**config.mk**
```make
export PLATFORM = sky130hd
export DESIGN_NAME = serial_add_sub
export DESIGN_NICKNAME = d
export VERILOG_FILES = /design/src/rtl/serial_add_sub_pkg.sv /design/src/rtl/full_adder.sv /design/src/rtl/serial_add_sub.sv
export SDC_FILE = /design/constraint.sdc
export NUM_CORES = 1
export LEC_CHECK = 0
export BUFFER_PORTS_ARGS = -buffer_cell sky130_fd_sc_hd__buf_2
export CAP_MARGIN = 20
export CORE_ASPECT_RATIO = 0.8
export CORE_UTILIZATION = 58
export CTS_BUF_LIST = sky130_fd_sc_hd__clkbuf_8
export CTS_CLUSTER_SIZE = 40
export DETAILED_ROUTE_END_ITERATION = 8
export GPL_TIMING_DRIVEN = 1
export PLACE_DENSITY = 0.82
export SKIP_LAST_GASP = 1
export SYNTH_ARGS = -nofsm -noshare
export SYNTH_HDL_FRONTEND = slang
export SYNTH_SLANG_ARGS = --single-unit
```
**constraint.sdc**
```tcl
create_clock -name clk -period 1.9 [get_ports clk]
set_clock_uncertainty 0.05 [all_clocks]
set_input_delay 0.095 -clock clk [delete_from_list [all_inputs] [get_ports clk]]
set_output_delay 0.095 -clock clk [all_outputs]
set_load 0.02 [all_outputs]
```
**src/rtl/serial_add_sub_pkg.sv**
```systemverilog
// Shared encodings for the bit-serial adder/subtractor.
package serial_add_sub_pkg;

    typedef enum logic [1:0] {
        ST_IDLE = 2'd0,
        ST_RUN  = 2'd1,
        ST_DONE = 2'd2
    } state_t;

    localparam logic OP_ADD = 1'b0;
    localparam logic OP_SUB = 1'b1;

endpackage

```
**src/rtl/full_adder.sv**
```systemverilog
// Single-bit full adder cell.
module full_adder (
    input  logic a,
    input  logic b,
    input  logic cin,
    output logic sum,
    output logic cout
);

    assign sum  = a ^ b ^ cin;
    assign cout = (a & b) | (a & cin) | (b & cin);

endmodule

```
**src/rtl/serial_add_sub.sv**
```systemverilog
// Bit-serial add/subtract: one full_adder cell, LSB first, WIDTH cycles per operation.
// state | meaning
// IDLE  | waiting for start (encoding 2'd3 also behaves as IDLE)
// RUN   | one operand bit per clock through the adder cell
// DONE  | one-cycle result-valid pulse; a new start is accepted here too
module serial_add_sub
    import serial_add_sub_pkg::*;
#(
    parameter int WIDTH = 8,
    parameter int CNT_W = 4
) (
    input  logic             clk,
    input  logic             rst_n,
    input  logic             start,
    input  logic             op,
    input  logic [WIDTH-1:0] a,
    input  logic [WIDTH-1:0] b,
    output logic             busy,
    output logic             done,
    output logic [WIDTH-1:0] result,
    output logic             carry_out,
    output logic             overflow
);

    state_t             state;
    logic [WIDTH-1:0]   sh_a;
    logic [WIDTH-1:0]   sh_b;
    logic [WIDTH-2:0]   res_sh;
    logic               carry_ff;
    logic               c_msb_in;
    logic [CNT_W-1:0]   cnt;
    logic               fa_sum;
    logic               fa_cout;
    logic [WIDTH-1:0]   res_next;

    full_adder u_fa (
        .a    (sh_a[0]),
        .b    (sh_b[0]),
        .cin  (carry_ff),
        .sum  (fa_sum),
        .cout (fa_cout)
    );

    // Sum bits enter at the top; after the last bit the full word is aligned.
    assign res_next = {fa_sum, res_sh};

    always_ff @(posedge clk or negedge rst_n) begin
        if (!rst_n) begin
            state     <= ST_IDLE;
            sh_a      <= '0;
            sh_b      <= '0;
            res_sh    <= '0;
            carry_ff  <= 1'b0;
            c_msb_in  <= 1'b0;
            cnt       <= '0;
            busy      <= 1'b0;
            done      <= 1'b0;
            result    <= '0;
            carry_out <= 1'b0;
            overflow  <= 1'b0;
        end else begin
            case (state)
                ST_RUN: begin
                    sh_a     <= sh_a >> 1;
                    sh_b     <= sh_b >> 1;
                    res_sh   <= res_next[WIDTH-1:1];
                    carry_ff <= fa_cout;
                    cnt      <= cnt + CNT_W'(1);
                    if (cnt == CNT_W'(WIDTH - 2))
                        c_msb_in <= fa_cout;
                    if (cnt == CNT_W'(WIDTH - 1)) begin
                        result    <= res_next;
                        carry_out <= fa_cout;
                        overflow  <= c_msb_in ^ fa_cout;
                        busy      <= 1'b0;
                        done      <= 1'b1;
                        state     <= ST_DONE;
                    end
                end
                default: begin
                    done <= 1'b0;
                    if (start) begin
                        sh_a     <= a;
                        sh_b     <= (op == OP_SUB) ? ~b : b;
                        carry_ff <= op;
                        cnt      <= '0;
                        busy     <= 1'b1;
                        state    <= ST_RUN;
                    end else begin
                        state <= ST_IDLE;
                    end
                end
            endcase
        end
    end

endmodule

```
==> flow_metrics.py <==
metrics = {
    "clock_tree": {
        "clkSinkCount": 42,
        "cts_buffers": 5,
        "clockRootBuffer": "clkbuf_8",
        "postCtsHoldBufs": 1,
        "cts_resized": 0,
        "clk_pin_slew_ns": 0.07,
        "htreeDepth": 2,
        "clk_latency_ns": 0.30,
        "tritoncts": "built",
        "clk_path_buf_depth": 2,
        "cts_setup_buffers": 0,
    },
    "synthesis": {
        "synth_warnings": 0,
        "yosysTopAreaCell": "dfrtp_1",
        "synth_cell_types": 24,
        "yosysTopAreaCellShare_pct": 55.01,
        "synth_async_sr_flop_share_pct": 100.0,
        "synthesis.area_um2": 1911,
        "synth_commonest_cells": "42 x dfrtp_1, 37 x nand2_1, 17 x mux2i_1, 17 x o21ai_0, 9 x xor2_1",
        "synth_nets": 189,
        "netlist_instances": 166,
        "synth_flop_cell": "dfrtp_1",
        "yosys_register_bits": 42,
        "syn_avg_cell_area_um2": 11.51,
        "ys_seq_area_share_pct": 55.01,
        "synth_area_leaders": "dfrtp_1 55%, mux2i_1 8.9%, nand2_1 7.3%, mux2_4 5.5%, o21ai_0 4.5%",
        "synth.most_common_cell": "dfrtp_1",
        "synth_edf_count": 0,
    },
    "grt": {
        "grt_pass1_wl_um": 5961,
        "antenna_found_initial": 0,
        "track_usage_pct": 24.52,
        "gr-total-overflow": 0,
        "grt_pass1_vias": 1236,
        "grt_max_degree": 26,
    },
    "timing": {
        "timing.hold.ws_ns": -0.0009615,
        "rsz0062_at_grt": "false",
        "tightest_slew_ns": 0.5949,
        "clock.fmax_mhz": 660.2,
        "setup_violations": 0,
        "final_hold_viol_count": 1,
        "relSlewSlack_pct": 60.34,
        "layout_worst_path_cycle_share_pct": 79.72,
        "fin_ws_ns": 0.3853,
        "fin_setup_tns_ns": 0,
        "maxSlewViolCount": 0,
        "min_period_ns": 1.515,
    },
    "power": {
        "p_leak_nw": 1.132,
        "ir_drop_mv": 0.9154,
        "p_per_area_nw_per_um2": 1551,
    },
    "finish": {
        "final_nets": 222,
        "antenna_cells": 0,
        "drive_above_1_share_pct": 28.14,
        "design_area_um2": 2182,
        "syn_to_final_growth_pct": 14.21,
    },
    "run_status": {
        "violations": "negative hold slack",
        "outcome": "finished, violations left",
    },
    "route": {
        "viasPerCell": 5.280,
        "firstDrtPassIters": 4,
        "first_iter_violations": 62,
        "ant_nets": 0,
        "num_vias": 1262,
        "totalWireLength_um": 3566,
        "drc_errors": 0,
        "post_drt_wl_per_cell_um": 14.92,
    },
    "setup_path": {
        "crit_path_end_kind": "register",
        "arrival_ns": 1.65,
        "crit_type": "register to register",
        "crit_path_max_fanout": 4,
        "worstPathRequired_ns": 2.04,
        "startpoint_type": "register",
    },
    "floorplan": {
        "die_w_um": 66.17,
        "fp.dieH_um": 53.34,
        "start_util_pct": 61.47,
        "die_area_um2": 3529,
        "core_um2": 3108,
        "ioPinCount": 32,
        "rows": 18,
    },
    "placed_design": {
        "place_ws_ns": 0.3763,
        "dp_hpwl_um": 2532,
        "portBuffers": 31,
        "gp_routability_congestion": 0.7772,
        "placedInstanceArea_um2": 2096,
    },
    "job": {
        "maxCapViolations": 0,
    },
    "hold_path": {
        "hp-class": "input pin to register",
    },
}
==> state kept, by name, summed over array words and instances, names as in the netlist <==
| name | cells |
|---|---|
| result | 8 |
| sh_a | 8 |
| sh_b | 8 |
| res_sh | 7 |
| cnt | 4 |
| state | 2 |
| busy | 1 |
| c_msb_in | 1 |
| carry_ff | 1 |
| carry_out | 1 |
| overflow | 1 |
==> worst paths after layout <==
kind | start | to | slack, ns | cells past startpoint
worst max-delay path | carry_ff | overflow | 0.39 | 3
worst min-delay path | a[7] | sh_a[7] | -0.001 | 3
worst max register to register | carry_ff | overflow | 0.39 | 3
worst min register to register | sh_b[6] | sh_b[5] | 0.43 | 2
max in group asynchronous | rst_n | result[6] | 1.09 | 3
min in group asynchronous | rst_n | sh_b[3] | 0.18 | 2
==> placed cells by master, fill, tap and decap left out, drive strengths merged <==
cell type	netlist	final
fa	1	1
mux2i	17	17
nor2b	1	1
dfrtp	42	42
buf	8	35
a21oi	1	1
ha	2	2
nand2	37	37
clkbuf	2	5
o21ai	17	17
or2b	1	1
xnor2	1	1
mux2	13	13
nand3	3	3
a211oi	1	1
nand3b	2	2
dlygate4sd3	0	1
inv	2	4
nor2	5	5
xor2	9	9
and2b	1	1
==> final cells by class <==
cell class / instances / area, um2
Clock buffer: 5 / 68.82
Clock inverter: 2 / 7.507
Fill cell: 225 / 925.9
Inverter: 2 / 12.51
Multi-Input combinational cell: 112 / 797.0
Sequential cell: 42 / 1051
Tap cell: 40 / 50.05
Timing Repair Buffer: 36 / 195.2
==> power breakdown <==
| part | internal, mW | switching, mW | leakage [nW] |
|---|---|---|---|
| Combinational | 0.565 | 0.756 | 0.546 |
| Clock | 0.242 | 0.290 | 0.0466 |
| Sequential | 1.28 | 0.249 | 0.539 |
| Total | 2.09 | 1.30 | 1.13 |
==> stage by stage <==
stage	hold slack [ns]	cells	total power [mW]	util [%]
final	-0.0009615	239	3.384	70.21
after CTS	0.0008214	239	3.416	70.21
after global placement	-0.04581	231	2.779	67.43
after floorplan	-0.2506	166	2.486	-
after detailed placement	-0.03290	231	2.873	67.43
after global routing	0.02472	239	3.653	70.21
==> cells by family after synthesis <==
logic type	after synthesis	synth area share (%)
flops	42	55.01
simple gates	50	11.59
mux	30	17.94
xor+xnor	10	4.584
buf+inv	12	3.405
compound gates	19	5.108
fa+ha+maj	3	2.357
==> metal layers <==
| metal | GRT usage [%] | vias up | wire, um |
|---|---|---|---|
| met4 | 8.865 | 0 | 68 |
| met1 | 31.97 | 612 | 1641 |
| met2 | 37.24 | 23 | 1696 |
| li1 | - | 617 | - |
| met3 | 9.483 | 10 | 159 |
| met5 | 0 | - | 0 |
==> critical path, stage by stage, from the launching register on <==
cell and delay (ns):
dfrtp_1 0.41, fa_1 0.50, xor2_1 0.19, mux2_4 0.26
Power figures use the tool's default switching activity.
